`src/rtl/kw_reset_pkg.sv`:
```
// Shared types and helpers for the multi-channel reset sequencer.
package kw_reset_pkg;

   typedef enum logic [1:0] {
      ST_IDLE,
      ST_STRETCH,
      ST_RELEASE,
      ST_DONE
   } kw_reset_state_e;

   // Wide enough to hold the larger of the stretch and gap reload values.
   function automatic int cnt_width(input int stretch, input int gap);
      int m;
      m = (stretch > gap) ? stretch : gap;
      return $clog2(m + 1);
   endfunction

endpackage

```
`src/rtl/kw_reset_seq_timer.sv`:
```
// Loadable down-counter with zero flag; stops at zero and is reloaded for every sequencing step.
module kw_reset_seq_timer #(
   parameter int W = 4
) (
   input  logic         clock,
   input  logic         i_reset_n,
   input  logic         i_load,
   input  logic [W-1:0] i_value,
   output logic         o_zero
);

   logic [W-1:0] count_q;
   logic [W-1:0] count_d;

   always_comb begin
      count_d = count_q;
      if (i_load) begin
         count_d = i_value;
      end else if (count_q != '0) begin
         count_d = count_q - W'(1);
      end
   end

   always_ff @(posedge clock or negedge i_reset_n) begin
      if (!i_reset_n) begin
         count_q <= '0;
      end else begin
         count_q <= count_d;
      end
   end

   assign o_zero = (count_q == '0);

endmodule

```
`src/rtl/kw_reset_sequencer.sv`:
```
// Multi-channel AASD reset sequencer with stretch, ordered release and soft reset.
// Define KW_RESET_SEQ_ACK_EN to add the i_ack port gating each channel-to-channel gap.
module kw_reset_sequencer
   import kw_reset_pkg::*;
#(
   parameter int STAGES   = 4,
   parameter int CHANNELS = 3,
   parameter int STRETCH  = 8,
   parameter int GAP      = 2
) (
   input  logic                clock,
   input  logic                i_reset_n,
   input  logic                testmode,
   input  logic                i_sw_reset,
`ifdef KW_RESET_SEQ_ACK_EN
   input  logic [CHANNELS-1:0] i_ack,
`endif
   output logic [CHANNELS-1:0] o_reset_n,
   output logic                o_done
);

   // The state register acts as the last synchronizer stage, so the chain holds STAGES-1 flops.
   localparam int SYNC_W = STAGES - 1;
   localparam int CNT_W  = cnt_width(STRETCH, GAP);
   localparam int IDX_W  = $clog2(CHANNELS + 1);

   typedef logic [CNT_W-1:0] cnt_t;
   typedef logic [IDX_W-1:0] idx_t;

   localparam cnt_t STRETCH_LOAD = cnt_t'(STRETCH - 1);
   localparam cnt_t GAP_LOAD     = cnt_t'(GAP - 1);
   localparam idx_t LAST_IDX     = idx_t'(CHANNELS - 1);

   logic [SYNC_W-1:0]   sync_q, sync_d;
   kw_reset_state_e     state_q, state_d;
   idx_t                idx_q, idx_d;
   logic [CHANNELS-1:0] rst_q, rst_d;
   logic                done_q, done_d;
   logic                chain_ok;
   logic                cnt_load;
   cnt_t                cnt_value;
   logic                cnt_zero;

   assign chain_ok = sync_q[SYNC_W-1];
   assign sync_d   = SYNC_W'({sync_q, 1'b1});

   kw_reset_seq_timer #(.W(CNT_W)) u_timer (
      .clock     (clock),
      .i_reset_n (i_reset_n),
      .i_load    (cnt_load),
      .i_value   (cnt_value),
      .o_zero    (cnt_zero)
   );

`ifdef KW_RESET_SEQ_ACK_EN
   logic ack_wait_q, ack_wait_d;
   logic ack_sel;

   always_comb begin
      ack_sel = 1'b0;
      for (int k = 0; k < CHANNELS; k++) begin
         if (idx_t'(k + 1) == idx_q) ack_sel = i_ack[k];
      end
   end
`endif

   always_comb begin
      state_d   = state_q;
      idx_d     = idx_q;
      rst_d     = rst_q;
      cnt_load  = 1'b0;
      cnt_value = '0;
`ifdef KW_RESET_SEQ_ACK_EN
      ack_wait_d = ack_wait_q;
`endif
      case (state_q)
         ST_IDLE: begin
            if (chain_ok && !i_sw_reset) begin
               cnt_load  = 1'b1;
               cnt_value = STRETCH_LOAD;
               state_d   = ST_STRETCH;
            end
         end
         ST_STRETCH: begin
            if (cnt_zero) begin
               rst_d[0]  = 1'b1;
               idx_d     = idx_t'(1);
               cnt_load  = 1'b1;
               cnt_value = GAP_LOAD;
`ifdef KW_RESET_SEQ_ACK_EN
               ack_wait_d = 1'b1;
               state_d    = ST_RELEASE;
`else
               state_d    = (CHANNELS == 1) ? ST_DONE : ST_RELEASE;
`endif
            end
         end
         ST_RELEASE: begin
`ifdef KW_RESET_SEQ_ACK_EN
            // The gap for the next step only starts counting once the previous channel acks.
            if (ack_wait_q) begin
               if (ack_sel) begin
                  cnt_load   = 1'b1;
                  cnt_value  = GAP_LOAD;
                  ack_wait_d = 1'b0;
               end
            end else if (cnt_zero) begin
               if (idx_q == idx_t'(CHANNELS)) begin
                  state_d = ST_DONE;
               end else begin
                  for (int k = 0; k < CHANNELS; k++) begin
                     if (idx_t'(k) == idx_q) rst_d[k] = 1'b1;
                  end
                  idx_d      = idx_q + idx_t'(1);
                  ack_wait_d = 1'b1;
               end
            end
`else
            if (cnt_zero) begin
               for (int k = 0; k < CHANNELS; k++) begin
                  if (idx_t'(k) == idx_q) rst_d[k] = 1'b1;
               end
               idx_d     = idx_q + idx_t'(1);
               cnt_load  = 1'b1;
               cnt_value = GAP_LOAD;
               if (idx_q == LAST_IDX) state_d = ST_DONE;
            end
`endif
         end
         default: begin
            state_d = ST_DONE;
         end
      endcase
      if (i_sw_reset) begin
         state_d = ST_IDLE;
         idx_d   = '0;
         rst_d   = '0;
`ifdef KW_RESET_SEQ_ACK_EN
         ack_wait_d = 1'b0;
`endif
      end
      done_d = (state_q == ST_DONE) && !i_sw_reset;
   end

   always_ff @(posedge clock or negedge i_reset_n) begin
      if (!i_reset_n) begin
         sync_q  <= '0;
         state_q <= ST_IDLE;
         idx_q   <= '0;
         rst_q   <= '0;
         done_q  <= 1'b0;
      end else begin
         sync_q  <= sync_d;
         state_q <= state_d;
         idx_q   <= idx_d;
         rst_q   <= rst_d;
         done_q  <= done_d;
      end
   end

`ifdef KW_RESET_SEQ_ACK_EN
   always_ff @(posedge clock or negedge i_reset_n) begin
      if (!i_reset_n) begin
         ack_wait_q <= 1'b0;
      end else begin
         ack_wait_q <= ack_wait_d;
      end
   end
`endif

   assign o_reset_n = testmode ? {CHANNELS{i_reset_n}} : rst_q;
   assign o_done    = testmode ? i_reset_n : done_q;

endmodule
```
`config.mk`:
```
export PLATFORM = sky130hd
export DESIGN_NAME = kw_reset_sequencer
export DESIGN_NICKNAME = d
export VERILOG_FILES = /design/src/rtl/kw_reset_pkg.sv /design/src/rtl/kw_reset_seq_timer.sv /design/src/rtl/kw_reset_sequencer.sv
export SDC_FILE = /design/constraint.sdc
export NUM_CORES = 1
export LEC_CHECK = 0
export CORE_AREA = 2 2 45 47
export DETAILED_ROUTE_END_ITERATION = 10
export DIE_AREA = 0 0 47 49
export GPL_TIMING_DRIVEN = 0
export PLACE_DENSITY = 0.76
export SLEW_MARGIN = 20
export SYNTH_ARGS = -nofsm -noshare
export SYNTH_HDL_FRONTEND = slang
export SYNTH_HIERARCHICAL = 1
export SYNTH_SLANG_ARGS = --single-unit
```
`constraint.sdc`:
```
create_clock -name clock -period 4 [get_ports clock]
set_input_delay 1.2 -clock clock [delete_from_list [all_inputs] [get_ports clock]]
set_output_delay 1.2 -clock clock [all_outputs]
set_load 0.01 [all_outputs]
```
==> summary.txt <==
status - completed
Peak VDD IR - 0.312 mV
Core ar. - 0.00184 mm2
fraction of layout instances using a drive strength above 1 - 11.8%
Hold Crit Class - reg2reg
Internal Power - 0.000345 W
post-layout util - 53.2%
Vias - 582
io pins - 8
number of nets in the layout - 107
R2R Setup Slk - 1830 ps
Max-Cap Viols - 0
initial DRC count - 6
design area - 980 um2
clock buffer depth - 2
hold slack - 364 ps
syn nets - 95
Final Max Slew Viols - 0
synthesized cell area - 853 um2
clk sinks - 15
sequential area share after synthesis - 44.0%
CP Capture Type - output port
Final Skew - 3.79 ps
Switching Fraction - 37.4%
dpl hpwl - 971 um
Die X-Extent - 47 um
Avg Inst Size Synth - 10.4 um2
final hold viol count - 0
wire length per cell - 10.7 um
number of cell rows - 16
GP Congestion - 0.832
Post-synth EDFFs - 0
Main synth FF type - dfrtp_1
FMAX - 273 MHz
Req. time, crit path - 2800 ps
Post-synth ARST share - 100%
Die Y - 49 um
first-pass GRT wire length - 2.36 mm
critical path type - in2out
Port Buffers - 7
commonest non-fill, non-tap cell in the layout - dfrtp_1
Final Cycle Share - 91.7%
pin count of the biggest net entering global routing - 17
post-placement cell area - 957 um2
PwrDens - 562 mW/mm2
vias in the first global route - 555
startpoint of the worst register-to-register path - u_timer/count_q[0]$_DFFE_PN0P_
crit-path max FO - 5
Final TNS setup - 0 ps
Ant. Diodes - 0
vias per std cell - 4.85
antenna viol nets, final - 0
GRT Resource Usage Total - 14.0%
Setup violations, final - 0
Flop pwr share - 38.9%
grt total ovfl - 0
count of different cell masters after synthesis - 31
dpl cells - 116
Worst-path clk slew - 100 ps
first-pass detailed-route iteration total - 2
# fillers - 179
# H-tree levels - 1
sw power - 0.000206 W
Yosys warning total - 6
Clock Tree Root - clkbuf_4
initial antenna violation count - 0
RSZ-0062 raised after global routing - false
DRC viols - 0
CTS tree - yes
clk_lat worst skew - 280 ps
starting density of the core - 46.3%
cell leakage power - 0.434 nW
area grow syn2layout - 14.8%
fin cells - 120
Clk pwr share - 16.1%
flops & latches, synth - 15
hold_sp - sync_q[0]$_DFF_PN0_
TritonCTS buffer count - 3
worst setup path start - testmode
wirelength, routed - 1.28 mm
full die area - 0.00230 mm2
most frequent cells in the layout - 15 x dfrtp_1, 10 x inv_1, 9 x ha_1, 6 x o21ai_0, 6 x clkdlybuf4s50_1
Tmin final - 3670 ps
startpoint types - primary input
WP data arrival - 2470 ps
Gate Count Post-Synth - 82
combinational power share - 45.0%
registers in the layout, summed over array words and instances, names as in the netlist:
name and count:
idx_q 2, sync_q 3, u_timer/count_q 4, done_q 1, state_q 2, rst_q 3
logic make-up (layout without fill, tap and decap cells):
| group | count (synthesis) | in the layout | share of synthesized area, % |
|---|---|---|---|
| AOI/OAI and AO/OA | 19 | 19 | 16.7 |
| xor gates and xnor gates | 1 | 1 | 1.03 |
| adders and majority gates | 9 | 9 | 13.2 |
| buffers and inverters | 12 | 23 | 5.42 |
| DFF | 15 | 15 | 44.0 |
| muxes | 4 | 4 | 4.99 |
| other | 2 | 2 | 0.880 |
| and+or+nand+nor | 20 | 20 | 13.8 |
per-stage QoR:
stage,power [W],worst slack (ps)
4_1_cts,0.000555,30.2
3_3_place_gp,0.000457,-212
3_5_place_dp,0.000467,-243
6_report,0.000550,331
2_1_floorplan,0.000413,1320
5_1_grt,0.000601,254
synthesized netlist by cell type, types with 2 or more instances:
master	count	area (um2)
dfrtp_1	15	375
inv_1	10	37.5
ha_1	9	113
o21ai_0	6	30.0
nor2_1	5	18.8
a21oi_1	4	20.0
nand2_1	3	11.3
conb_1	2	7.51
mux2i_1	2	20.0
nand2b_1	2	12.5
nand3_1	2	10.0
nor2b_1	2	12.5
nor3_1	2	10.0
timing repair:
item | 4_1_cts | 5_1_grt
endpoints found under the setup margin | 4 | 4
pin swaps | 0 | 0
setup buffers | 0 | 0
hold buffers | 0 | 0
resized for setup | 1 | 2
hold endpoints to repair | 0 | 0
per-layer routing:
layer | global-route usage [%] | share of wire [%]
met1 | 19.0 | 50
met2 | 21.0 | 44
met3 | 2.22 | 3.7
met4 | 6.94 | 2.3
met5 | 0 | 0
critical path, stage by stage:
cell and delay (ps):
clkdlybuf4s50_1 510, nand2_1 100, o21ai_0 100, clkdlybuf4s50_1 550
power by group through the flow:
stage	clock network (W)	logic (W)	registers [W]
after global routing	0.0000971	0.000284	0.000220
after global placement	0	0.000241	0.000216
after detailed placement	0	0.000249	0.000218
final	0.0000884	0.000248	0.000214
after CTS	0.0000896	0.000251	0.000214
after floorplan	0	0.000202	0.000211
area by class of cell:
class / count / area [um2] / share of cell area (%)
clock buffers: 3 / 22.5 / 2.30
plain buffers: 2 / 8.76 / 0.894
inverters: 10 / 37.5 / 3.83
clock inverters: 1 / 5.00 / 0.511
well taps: 27 / 33.8 / 3.45
flip-flops and latches: 15 / 375 / 38.3
multi-input cells: 55 / 432 / 44.1
repair buffers: 7 / 65.1 / 6.64
final timing paths:
| path | to | depth (start not counted) |
|---|---|---|
| setup / recovery | o_reset_n[1] | 4 |
| hold / removal | sync_q[1]$_DFF_PN0_ | 0 |
| setup reg to reg | u_timer/count_q[3]$_DFFE_PN0P_ | 8 |
| hold reg to reg | sync_q[1]$_DFF_PN0_ | 0 |
| max in group asynchronous | idx_q[0]$_DFFE_PN0P_ | 1 |
| min in group asynchronous | rst_q[2]$_DFFE_PN0P_ | 1 |
Power figures use the tool's default switching activity.
